===== src/rtl/pc_pkg.sv =====
// Shared definitions for the fetch PC / redirect slice.
//   WORD_SIZE   : default PC/address width
//   PC_MAX_W    : storage width of a pipeline entry target (any WIDTH up to this)
//   INSTR_ALIGN : minimum instruction alignment in bytes (jalr targets honour it)
//   ctl_entry_t : one alignment-pipeline entry {valid, is_branch, is_jalr, target}
package pc_pkg;

  localparam int unsigned WORD_SIZE   = 32;
  localparam int unsigned PC_MAX_W    = 64;
  localparam int unsigned INSTR_ALIGN = 2;

  typedef struct packed {
    logic                valid;
    logic                is_branch;
    logic                is_jalr;
    logic [PC_MAX_W-1:0] target;
  } ctl_entry_t;

endpackage


===== src/rtl/branch_align_pipe.sv =====
// Alignment shift register carrying decoded control entries to ALU resolution.
//   clk, rst_n : clock, asynchronous active-low reset
//   shift_en   : advance one stage (stage 1 captures in_entry)
//   flush      : synchronous clear of every stage, wins over shift_en
//   in_entry   : entry presented by decode
//   head       : oldest stage (stage DEPTH)
module branch_align_pipe
  import pc_pkg::*;
#(
  parameter int unsigned DEPTH = 2
) (
  input  logic       clk,
  input  logic       rst_n,
  input  logic       shift_en,
  input  logic       flush,
  input  ctl_entry_t in_entry,
  output ctl_entry_t head
);

  ctl_entry_t stage [DEPTH];

  always_ff @(posedge clk or negedge rst_n) begin
    if (!rst_n) begin
      for (int unsigned i = 0; i < DEPTH; i++) stage[i] <= '0;
    end else if (flush) begin
      for (int unsigned i = 0; i < DEPTH; i++) stage[i] <= '0;
    end else if (shift_en) begin
      stage[0] <= in_entry;
      for (int unsigned i = 1; i < DEPTH; i++) stage[i] <= stage[i-1];
    end
  end

  assign head = stage[DEPTH-1];

endmodule


===== src/rtl/pc_redirect_unit.sv =====
// Fetch PC generator with branch/jalr redirect and redirect counter.
//   clk, reset_n   : clock, asynchronous active-low reset
//   stall          : freeze PC, alignment pipeline and counter
//   dec_valid, dec_branch, dec_jalr, dec_target : decode-stage control info
//   alu_taken      : resolution for the entry at the pipeline head
//   alu_target     : jalr target from the ALU
//   pc             : registered fetch PC
//   redirect       : registered one-cycle pulse, pc holds a redirect target
//   redirect_count : saturating number of redirects
module pc_redirect_unit
  import pc_pkg::*;
#(
  parameter int unsigned      WIDTH      = WORD_SIZE,
  parameter int unsigned      BRANCH_LAT = 2,
  parameter int unsigned      STEP       = 4,
  parameter logic [WIDTH-1:0] RESET_PC   = '0,
  parameter int unsigned      CNT_W      = 16
) (
  input  logic             clk,
  input  logic             reset_n,
  input  logic             stall,
  input  logic             dec_valid,
  input  logic             dec_branch,
  input  logic             dec_jalr,
  input  logic [WIDTH-1:0] dec_target,
  input  logic             alu_taken,
  input  logic [WIDTH-1:0] alu_target,
  output logic [WIDTH-1:0] pc,
  output logic             redirect,
  output logic [CNT_W-1:0] redirect_count
);

  ctl_entry_t       cap_entry;
  ctl_entry_t       head;
  logic             take_br;
  logic             take_jr;
  logic             take;
  logic [WIDTH-1:0] next_pc;
  logic             unused_bits;

  always_comb begin
    cap_entry           = '0;
    cap_entry.valid     = dec_valid & (dec_branch | dec_jalr);
    cap_entry.is_branch = dec_branch;
    cap_entry.is_jalr   = dec_jalr;
    cap_entry.target    = PC_MAX_W'(dec_target);
  end

  // Taking a redirect flushes the whole pipe on the same edge, so the
  // capture of that cycle is dropped along with the younger entries.
  branch_align_pipe #(
    .DEPTH (BRANCH_LAT)
  ) u_pipe (
    .clk      (clk),
    .rst_n    (reset_n),
    .shift_en (~stall),
    .flush    (take),
    .in_entry (cap_entry),
    .head     (head)
  );

  always_comb begin
    take_br = ~stall & head.valid & head.is_branch & alu_taken;
    take_jr = ~stall & head.valid & head.is_jalr & ~head.is_branch & alu_taken;
    take    = take_br | take_jr;
    if (take_br)      next_pc = head.target[WIDTH-1:0];
    else if (take_jr) next_pc = alu_target & ~WIDTH'(INSTR_ALIGN - 1);
    else              next_pc = pc + WIDTH'(STEP);
  end

  always_comb unused_bits = ^{head.target, alu_target[0]};

  always_ff @(posedge clk or negedge reset_n) begin
    if (!reset_n) begin
      pc             <= RESET_PC;
      redirect       <= 1'b0;
      redirect_count <= '0;
    end else begin
      redirect <= take;
      if (!stall) pc <= next_pc;
      if (take && redirect_count != '1) redirect_count <= redirect_count + CNT_W'(1);
    end
  end

endmodule


===== config.mk =====
export PLATFORM = sky130hd
export DESIGN_NAME = pc_redirect_unit
export DESIGN_NICKNAME = d
export VERILOG_FILES = /design/src/rtl/pc_pkg.sv /design/src/rtl/branch_align_pipe.sv /design/src/rtl/pc_redirect_unit.sv
export SDC_FILE = /design/constraint.sdc
export NUM_CORES = 1
export LEC_CHECK = 0
export ABC_AREA = 1
export CORE_ASPECT_RATIO = 0.9
export CORE_MARGIN = 5
export CORE_UTILIZATION = 58
export CTS_BUF_LIST = sky130_fd_sc_hd__clkbuf_2
export CTS_CLUSTER_DIAMETER = 80
export DETAILED_ROUTE_END_ITERATION = 8
export PLACE_DENSITY_LB_ADDON = 0.2
export SETUP_SLACK_MARGIN = 0.3
export SLEW_MARGIN = 10
export SYNTH_ARGS = -nofsm -noshare
export SYNTH_HDL_FRONTEND = slang
export SYNTH_SLANG_ARGS = --single-unit

===== constraint.sdc =====
create_clock -name clk -period 3.2 [get_ports clk]
set_input_delay 0.48 -clock clk [delete_from_list [all_inputs] [get_ports clk]]
set_output_delay 0.48 -clock clk [all_outputs]
set_load 0.02 [all_outputs]

==> metrics <==
outcome completed; Critical Path AT 1810 ps; vias in the first global route 5567; peak fanout along the critical path 6; skew final 31.0 ps; Clock transition at path regs 200 ps; # DRC 0; CP delay by family, top buffers and inverters; Largest stage delay, worst path 660 ps; # hold bufs at CTS 1; drt initial violations 677; post-synthesis cell area 0.00630 sq mm; Core ar. 0.0107 sq mm; total die area 0.0131 sq mm; synth-to-layout area growth 23.5%; CTS Sinks 119; total net switching power 1600 uW; post-detailed-route count of antenna-violating nets 0; GP Congestion 0.903; Post-CTS Setup Bufs 0; Final Cell Area 0.00779 sq mm; combinational share of power 30.9%; syn avg cell area 7.33 sq um; area leader, netlist dfrtp_1; WL final 16000 um; n_diodes 0; Pleak 0.00362 uW; max-cap violation count 0; CTS tree built; Syn. warnings 0; CP Launch Type flop; clock buffer depth 2; synth top area cells dfrtp_1 (47%), nand2_1 (20%), a21oi_1 (7.1%), nand3_1 (4.1%), inv_1 (3.8%); placed cell area 0.00756 sq mm; filler instances 898; RSZ-0062 raised after global routing no; die width 120 um; highest clock rate 436 MHz; CP startpoint pc[16]$_DFFE_PN0N_; fin nets 1042; Placed Cells 1082; Slew Limit Headroom 39.1%; grt ovf 0; largest net degree at the start of global routing 90; Worst Setup EP pc[16]; drt first pass iters 6; total CTS buffers 17; post-synth cell types 36; Worst path slowest cell clkdlybuf4s50_1; clock latency on the worst-skew pair 650 ps; post_cts resized 0; Top FF cell, synth dfrtp_1; crit-path cells clkdlybuf4s50_1; Tightest Pin Transition 913 ps; sequential power share 48.3%; Setup Crit Path Kind flop to output port; final period utilization 71.7%; fraction of layout cells with a size suffix above 1 6.62%; total track usage 25.7%; number of flops mapped to enable cells by yosys 0; root buffer cell clkbuf_2; initial antenna violation count 0; sequential-to-total area share from yosys stat 47.2%; Seq. cell area 0.00298 sq mm; #FFs+latches synth 119; area of the multi-input gates 0.00289 sq mm; PnR Total Power 4270 uW; CP endpoint kind output port; H-tree levels 4; final number of max-transition violations 0; reg2reg setup slack 1250 ps; io pins 120; power share of the clock group 20.8%; WP depth 1; top-area cell type share of the netlist area 47.2%; via count 5949; Initial Util 58.8%; cell-internal power 2670 uW; Max IR drop VDD 384 uV; Detail Placement HPWL 11100 um; post-synthesis cell count 860; Post-Layout Cell Count 1115; Worst Path Buf+Inv 1; Avg Vias per Cell 5.34; R2R Path End u_pipe.stage[93]$_DFFE_PN0P_; post-layout minimum cycle time 2290 ps; wire length per cell 14.4 um; syn_nets 933; Async SR Flop Fraction 100%; Worst Path Required 2720 ps; PwrDens 548 mW/mm^2; Port Buf Inserts 118; origin of the critical flop-to-flop path u_pipe.head[66]$_DFFE_PN0P_; post-route setup TNS 0 ps; Net Sw Frac 37.5%; worst min path class input pin to asynchronous set/reset pin; Die Y 109 um; setup violators final 0; final core occ 72.6%; first-pass GRT wire length 26900 um; final hold violation count 0; FF-to-FF path depth 7; num rows 36
Yosys cell counts, types with 2 or more instances:
master / n
nand2_1: 328
dfrtp_1: 119
a21oi_1: 90
inv_1: 63
nor2_1: 53
nand3_1: 52
o21ai_0: 42
clkbuf_1: 25
xor2_1: 16
buf_2: 13
nor3_1: 7
o21bai_1: 5
xnor2_1: 5
or2_2: 4
nor2_2: 3
o211ai_1: 3
o21ai_1: 3
a31oi_1: 2
buf_6: 2
ha_1: 2
inv_2: 2
nand2_2: 2
nand2_4: 2
nand3_2: 2
nand3b_1: 2
nand4_1: 2
nor2_4: 2
routing by layer:
metal | vias to the layer above | global-route usage (%) | wire length (um)
met5 | - | 0 | 0
met4 | 0 | 8.01 | 257
met3 | 24 | 5.55 | 1140
met2 | 234 | 38.1 | 6820
met1 | 2727 | 37.8 | 7810
li1 | 2964 | - | -
power groups by stage:
stage / clock (uW) / sequential (uW) / combinational (uW)
floorplan: 0 / 2210 / 565
global placement: 0 / 2070 / 1280
detailed placement: 0 / 2080 / 1320
CTS: 908 / 2050 / 1320
global route: 980 / 2100 / 1460
finish: 888 / 2060 / 1320
how the worst min path moves through the flow:
stage / start / endpoint / cells past startpoint
floorplan: reset_n / pc[0]$_DFFE_PN0P_ / 0
global placement: pc[0]$_DFFE_PN0P_ / pc[0]$_DFFE_PN0P_ / 2
detailed placement: pc[0]$_DFFE_PN0P_ / pc[0]$_DFFE_PN0P_ / 2
CTS: dec_target[23] / u_pipe.stage[90]$_DFFE_PN0P_ / 3
global route: dec_target[23] / u_pipe.stage[90]$_DFFE_PN0P_ / 3
finish: reset_n / pc[5]$_DFFE_PN0N_ / 2
cell usage in the layout (no fill, tap or decap), types with 3 or more instances in the layout:
| cell type | n |
|---|---|
| clkbuf_2 | 18 |
| o21ai_1 | 3 |
| a21oi_1 | 90 |
| o21bai_1 | 5 |
| buf_4 | 12 |
| inv_6 | 3 |
| nand2_1 | 328 |
| or2_2 | 4 |
| inv_2 | 3 |
| nor3_1 | 7 |
| inv_1 | 62 |
| nor2_2 | 3 |
| nand3_1 | 52 |
| xnor2_1 | 5 |
| dfrtp_1 | 119 |
| o21ai_0 | 42 |
| clkinvlp_4 | 4 |
| o211ai_1 | 3 |
| clkinv_4 | 3 |
| clkdlybuf4s50_1 | 116 |
| nor2_1 | 53 |
| xor2_1 | 16 |
final cells by class:
cell class	count	area share, %
clock buffer	18	1.16
clock inverter	14	1.62
inverter	66	3.18
multi-input combinational	634	37.1
sequential	119	38.2
tap	133	2.14
timing repair buffer	131	16.5
cells by family after synthesis:
group	share of synthesized area [%]
buffers and inverters	6.87
AOI/OAI and AO/OA	12.2
xor gates and xnor gates	2.92
and+or+nand+nor	30.4
DFF	47.2
adders and majority gates	0.397
flip-flops by register name (all words and copies together), names as in the netlist:
signal / count
redirect_count: 16
redirect: 1
u_pipe.stage: 35
u_pipe.head: 35
pc: 32
per-stage QoR:
stage / setup WS, ps / hold slack (ps)
floorplan: 1530 / 184
global placement: 771 / 477
detailed placement: 745 / 489
CTS: 863 / 301
global route: 803 / 298
finish: 906 / 357
(Power assumes the default switching activity.)
